## src/rtl/analyzer_pkg.sv

```systemverilog
// Shared constants for the analyzer read bridge: FSM states, response codes,
// the legal read window and the error word.
package analyzer_pkg;

   localparam logic [0:0]  ST_RD_IDLE  = 1'b0;
   localparam logic [0:0]  ST_RD_DATA  = 1'b1;

   localparam logic [1:0]  RESP_OKAY   = 2'b00;
   localparam logic [1:0]  RESP_SLVERR = 2'b10;

   localparam logic [31:0] WIN_LO      = 32'h0100_0000;
   localparam logic [31:0] WIN_HI      = 32'h01FF_FFFF;
   localparam logic [31:0] ERR_WORD    = 32'hFFFF_FFFF;

   // Reserved burst encodings (2'b10, 2'b11) and out-of-window addresses are errors.
   function automatic logic burst_is_err(input logic [31:0] addr, input logic [1:0] burst);
      return burst[1] || (addr < WIN_LO) || (addr > WIN_HI);
   endfunction

endpackage

```

## src/rtl/analyzer_rd_fifo.sv

```systemverilog
// Synchronous prefetch FIFO, DEPTH x 32, with occupancy count and a clear input.
// DEPTH must be a power of two and at least 2.
module analyzer_rd_fifo #(
   parameter int DEPTH = 4,
   localparam int AW    = $clog2(DEPTH),
   localparam int CNT_W = $clog2(DEPTH) + 1
) (
   input  logic             clk,
   input  logic             rst,
   input  logic             clr,
   input  logic             push,
   input  logic [31:0]      wdata,
   input  logic             pop,
   output logic [31:0]      rdata,
   output logic [CNT_W-1:0] count,
   output logic             empty,
   output logic             full
);

   localparam logic [CNT_W-1:0] DEPTH_C = CNT_W'(DEPTH);

   logic [31:0]      r_mem [DEPTH];
   logic [AW-1:0]    r_wr_ptr;
   logic [AW-1:0]    r_rd_ptr;
   logic [CNT_W-1:0] r_count;
   logic             w_push;
   logic             w_pop;

   assign empty  = (r_count == '0);
   assign full   = (r_count == DEPTH_C);
   assign w_push = push && !full;
   assign w_pop  = pop && !empty;
   assign rdata  = r_mem[r_rd_ptr];
   assign count  = r_count;

   always_ff @(posedge clk) begin
      if (w_push) begin
         r_mem[r_wr_ptr] <= wdata;
      end
   end

   always_ff @(posedge clk) begin
      if (rst || clr) begin
         r_wr_ptr <= '0;
         r_rd_ptr <= '0;
         r_count  <= '0;
      end else begin
         if (w_push) r_wr_ptr <= r_wr_ptr + 1'b1;
         if (w_pop)  r_rd_ptr <= r_rd_ptr + 1'b1;
         case ({w_push, w_pop})
            2'b10:   r_count <= r_count + 1'b1;
            2'b01:   r_count <= r_count - 1'b1;
            default: r_count <= r_count;
         endcase
      end
   end

endmodule

```

## src/rtl/analyzer_rd_bridge.sv

```systemverilog
// Read-only slave bridge serving bursts from a prefetched sample store.
// Optional stall timeout is enabled by defining ANALYZER_RD_TIMEOUT_EN.
import analyzer_pkg::*;

module analyzer_rd_bridge #(
   parameter int ID_W        = 4,
   parameter int FIFO_DEPTH  = 4,
   parameter int TIMEOUT_CYC = 1024,
   localparam int CNT_W      = $clog2(FIFO_DEPTH) + 1
) (
   input  logic             clk,
   input  logic             rst,
   input  logic             flush,
   input  logic             src_ready,
   output logic             src_valid,
   input  logic [31:0]      src_data,
   input  logic [ID_W-1:0]  RD_ADDR_ID,
   input  logic [31:0]      RD_ADDR_ADDR,
   input  logic [7:0]       RD_ADDR_LEN,
   input  logic [1:0]       RD_ADDR_BURST,
   input  logic             RD_ADDR_VALID,
   output logic             RD_ADDR_READY,
   output logic [ID_W-1:0]  RD_BACK_ID,
   output logic [31:0]      RD_BACK_DATA,
   output logic [1:0]       RD_BACK_RESP,
   output logic             RD_BACK_LAST,
   output logic             RD_BACK_VALID,
   input  logic             RD_DATA_READY,
   output logic [0:0]       o_dbg_state,
   output logic [CNT_W-1:0] o_dbg_fifo_count
);

   // Handshake: a transfer happens on a rising edge where VALID && READY; a
   // source holding VALID keeps its payload stable until that edge.

   logic [0:0]      r_state;
   logic [ID_W-1:0] r_id;
   logic [31:0]     r_addr;
   logic [7:0]      r_len;
   logic [1:0]      r_burst;
   logic [7:0]      r_beat;
   logic            r_inflight;

   logic [31:0]      w_fifo_head;
   logic [CNT_W-1:0] w_fifo_count;
   logic             w_fifo_empty;
   logic             w_fifo_full;
   logic             w_push;
   logic             w_pop;
   logic             w_in_data;
   logic             w_err;
   logic             w_to_beat;
   logic             w_bad_beat;
   logic             w_valid;
   logic             w_last;
   logic             w_rd_hs;

   assign w_in_data = (r_state == ST_RD_DATA);
   assign w_err     = burst_is_err(r_addr, r_burst);

   // Prefetch runs regardless of the FSM; the in-flight word reserves a slot.
   assign src_valid = !rst && src_ready && !flush &&
                      ((int'(w_fifo_count) + int'(r_inflight)) < FIFO_DEPTH);
   assign w_push    = r_inflight && !flush;

   analyzer_rd_fifo #(
      .DEPTH (FIFO_DEPTH)
   ) u_fifo (
      .clk   (clk),
      .rst   (rst),
      .clr   (flush),
      .push  (w_push),
      .wdata (src_data),
      .pop   (w_pop),
      .rdata (w_fifo_head),
      .count (w_fifo_count),
      .empty (w_fifo_empty),
      .full  (w_fifo_full)
   );

`ifdef ANALYZER_RD_TIMEOUT_EN
   localparam int TO_W = $clog2(TIMEOUT_CYC + 1);
   localparam logic [TO_W-1:0] TO_LIMIT = TO_W'(TIMEOUT_CYC);

   logic [TO_W-1:0] r_stall_cnt;

   // Saturates at the limit so a pending timeout beat stays stable until taken.
   assign w_to_beat = w_in_data && !w_err && (r_stall_cnt == TO_LIMIT);

   always_ff @(posedge clk) begin
      if (rst || !w_in_data || w_err) begin
         r_stall_cnt <= '0;
      end else if (w_rd_hs) begin
         r_stall_cnt <= '0;
      end else if (w_to_beat) begin
         r_stall_cnt <= r_stall_cnt;
      end else if (w_push) begin
         r_stall_cnt <= '0;
      end else if (w_fifo_empty) begin
         r_stall_cnt <= r_stall_cnt + 1'b1;
      end
   end
`else
   assign w_to_beat = 1'b0;
`endif

   assign w_bad_beat = w_err || w_to_beat;
   assign w_valid    = !rst && w_in_data && (w_bad_beat || !w_fifo_empty);
   assign w_last     = w_valid && (r_beat == r_len);
   assign w_rd_hs    = w_valid && RD_DATA_READY;
   assign w_pop      = w_rd_hs && !w_bad_beat;

   assign RD_ADDR_READY = !rst && (r_state == ST_RD_IDLE);
   assign RD_BACK_VALID = w_valid;
   assign RD_BACK_LAST  = w_last;
   assign RD_BACK_ID    = rst ? '0 : r_id;
   assign RD_BACK_DATA  = rst ? '0 : (w_bad_beat ? ERR_WORD : w_fifo_head);
   assign RD_BACK_RESP  = (rst || !w_bad_beat) ? RESP_OKAY : RESP_SLVERR;

   assign o_dbg_state      = r_state;
   assign o_dbg_fifo_count = w_fifo_count;

   always_ff @(posedge clk) begin
      if (rst) begin
         r_inflight <= 1'b0;
      end else begin
         r_inflight <= src_valid;
      end
   end

   always_ff @(posedge clk) begin
      if (rst) begin
         r_state <= ST_RD_IDLE;
         r_id    <= '0;
         r_addr  <= '0;
         r_len   <= '0;
         r_burst <= '0;
         r_beat  <= '0;
      end else begin
         case (r_state)
            ST_RD_IDLE: begin
               r_beat <= '0;
               if (RD_ADDR_VALID) begin
                  r_id    <= RD_ADDR_ID;
                  r_addr  <= RD_ADDR_ADDR;
                  r_len   <= RD_ADDR_LEN;
                  r_burst <= RD_ADDR_BURST;
                  r_state <= ST_RD_DATA;
               end
            end
            ST_RD_DATA: begin
               if (w_rd_hs) begin
                  if (w_last) begin
                     r_beat  <= '0;
                     r_state <= ST_RD_IDLE;
                  end else begin
                     r_beat <= r_beat + 1'b1;
                  end
               end
            end
            default: r_state <= ST_RD_IDLE;
         endcase
      end
   end

   logic w_unused;
   assign w_unused = w_fifo_full;

endmodule

```

## config.mk

```make
export PLATFORM = sky130hd
export DESIGN_NAME = analyzer_rd_bridge
export DESIGN_NICKNAME = d
export VERILOG_FILES = /design/src/rtl/analyzer_pkg.sv /design/src/rtl/analyzer_rd_fifo.sv /design/src/rtl/analyzer_rd_bridge.sv
export SDC_FILE = /design/constraint.sdc
export NUM_CORES = 1
export LEC_CHECK = 0
export ABC_CLOCK_PERIOD_IN_PS = 3800
export CORE_MARGIN = 3
export CORE_UTILIZATION = 51
export DETAILED_ROUTE_END_ITERATION = 6
export GPL_TIMING_DRIVEN = 0
export PLACE_DENSITY = 0.82
export SLEW_MARGIN = 20
export SYNTH_ARGS = -nofsm -noshare
export SYNTH_HDL_FRONTEND = slang
export SYNTH_HIERARCHICAL = 1
export SYNTH_SLANG_ARGS = --single-unit
```

## constraint.sdc

```tcl
create_clock -name clk -period 3.8 [get_ports clk]
set_input_delay 0.76 -clock clk [delete_from_list [all_inputs] [get_ports clk]]
set_output_delay 0.76 -clock clk [all_outputs]
set_load 0.03 [all_outputs]
```

==> impl_metrics.ini <==
[sta]
period_share_pct = 93.46
rsz0062_at_grt = false
period_minus_slack_ps = 3551
fin_ws_ps = 248.6
hold_violations = 0
drv_slew = 0
worst_pin_slew_ps = 915.6
setup_viol_count_final = 0
fmax_mhz = 281.6
fin_skew_ps = 4.661
relSlewSlack_pct = 38.96

[power]
p_leak_nw = 2.932
vdd_ir_drop_max_mv = 0.3928
total_power_mw = 3.970
power_density_mw_per_mm2 = 460.3

[cts]
post_cts_buffers = 0
cts.clk_slew.worst_paths_ps = 60
root_buffer = clkbuf_16
clock_latency_ps = 410
cts.sinks = 168
cts_buffers = 17
cts_hold_buf = 0
cts_tree = yes
cts_resized = 1
htreeDepth = 4
clockBufferDepth = 2

[route]
dr.first_iter.drc_count = 334
wl_met2_mm = 7.106
wl_per_cell_um = 17.87
routed.top_layer = met4
met1Wirelength_mm = 5.523
first_pass_iters = 5
route.met3.wl_mm = 1.041
vias = 4200
drc = 0
postRouteAntennaNets = 0
drt-total-wl_mm = 13.85
viasPerCell = 5.419

[grt]
grt_pass1_vias = 4437
grt_overflow_total = 0
grtUsageTotal_pct = 20.11
grt_pass1_wl_mm = 22.37
antenna_found_initial = 0
grt_max_degree = 33

[die]
die_x_um = 121.5
fp.dieArea_mm2 = 0.01476
core_mm2 = 0.01282
io_pins = 130
num_rows = 41
dieHeight_um = 121.5
start_util_pct = 53.02

[critical_path]
end_kind = output pin
reg2reg_to = u_fifo/count[2]
r2r_setup_slack_ps = 390
crit_arrival_ps = 2790
cp.required_ps = 3040
worst_r2r_startpoint = r_addr[28]
cp-start-kind = primary input
crit_type = primary input to output pin
path_max_fanout = 10
r2r.worst_path.cells = 11

[layout]
area_delta_synth_final_pct = 26.84
nNetsFinal = 681
n_fill_cell = 902
drive_gt1_share_pct = 15.59
n_antenna_cell = 0

[run_status]
outcome = finished clean

[worst_hold_path]
hold_path_class = register to register
holdPathEnd = r_addr[31]
hold_path_depth = 2
min_from = r_addr[31]

[place]
gp_congestion = 0.8675
dp_slack_ps = -20.22
io_buffers = 103
dpl.hpwl_mm = 9.181

[flow_run]
max-cap-violations = 0

[yosys]
synth_warnings = 6
synth_cells = 468
syn-cell-area_mm2 = 0.006800
synth_fp_nets = 559
post_synth.cell_area_avg_um2 = 14.53
how the worst max path moves through the flow:
stage          from          endpoint  slack, ps  cells after the start
4_1_cts         rst  RD_BACK_DATA[21]         50                      5
3_5_place_dp    rst   u_fifo/count[2]        -20                     12
3_3_place_gp    rst  RD_BACK_DATA[21]         20                      5
5_1_grt         rst   RD_BACK_DATA[2]        130                      5
6_report        rst   RD_BACK_DATA[8]        250                      5
2_1_floorplan   rst   u_fifo/count[2]        930                     11
sequential cells by signal, summed over array words and instances, names as in the netlist, named ones only:
signal           cells
u_fifo/r_mem       128
r_addr               8
r_beat               8
r_len                8
r_id                 4
u_fifo/count         3
u_fifo/r_rd_ptr      2
u_fifo/r_wr_ptr      2
o_dbg_state          1
r_burst              1
r_inflight           1
report_power, final:
group,switching [mW],internal (mW),total [mW]
Combinational,0.167,0.141,0.308
Clock,0.682,0.971,1.65
Sequential,0.0119,2.00,2.01
through the flow:
step                std cells  instance area (um2)  setup TNS (ps)  hold WS [ps]  util, %
floorplan                 468                 6800               0         427.5        -
global placement          743                 8046               0         445.1    62.74
detailed placement        743                 8046          -25.36         447.9    62.74
CTS                       775                 8623               0         454.8    67.24
global route              775                 8626               0         482.9    67.26
finish                    775                 8626               0         452.2    67.26
critical path, cell delays in order:
cell and delay, ps:
clkdlybuf4s50_1 630, clkbuf_1 320, clkbuf_2 330, nor2_1 130
clkdlybuf4s50_1 610
layout by cell type, fill, tap and decap left out, types with 3 or more instances in the layout:
cell and instances:
a21oi_1 22, a31oi_1 3, and2_1 3, and3_2 7, buf_1 4, buf_2 5, buf_4 4, clkbuf_1 11
clkbuf_16 17, clkbuf_2 5, clkdlybuf4s50_1 103, clkinv_4 3, dfxtp_1 40, edfxtp_1 128, ha_1 6, inv_1 7
inv_6 4, mux4_2 32, nand2_1 42, nand3_1 5, nand4_1 5, nor2_1 81, nor2b_1 8, nor4_2 3
o21ai_0 4, o22a_1 4, xor2_1 15
area by class of cell:
cell class / count / area, um2 / area share (%)
clock buffers: 18 / 429.2 / 4.975
well taps: 172 / 215.2 / 2.495
plain buffers: 28 / 132.6 / 1.538
clock inverters: 14 / 146.4 / 1.697
inverters: 7 / 26.28 / 0.3046
repair buffers: 103 / 1031 / 11.95
multi-input cells: 265 / 2001 / 23.19
flip-flops and latches: 168 / 4644 / 53.84
per-layer routing:
| metal | up-vias | global-route usage [%] |
|---|---|---|
| met2 | 163 | 33.78 |
| met4 | 0 | 6.933 |
| met1 | 2062 | 25.19 |
| met5 | - | 0 |
| met3 | 13 | 5.641 |
| li1 | 1962 | - |
(Power assumes the default switching activity.)
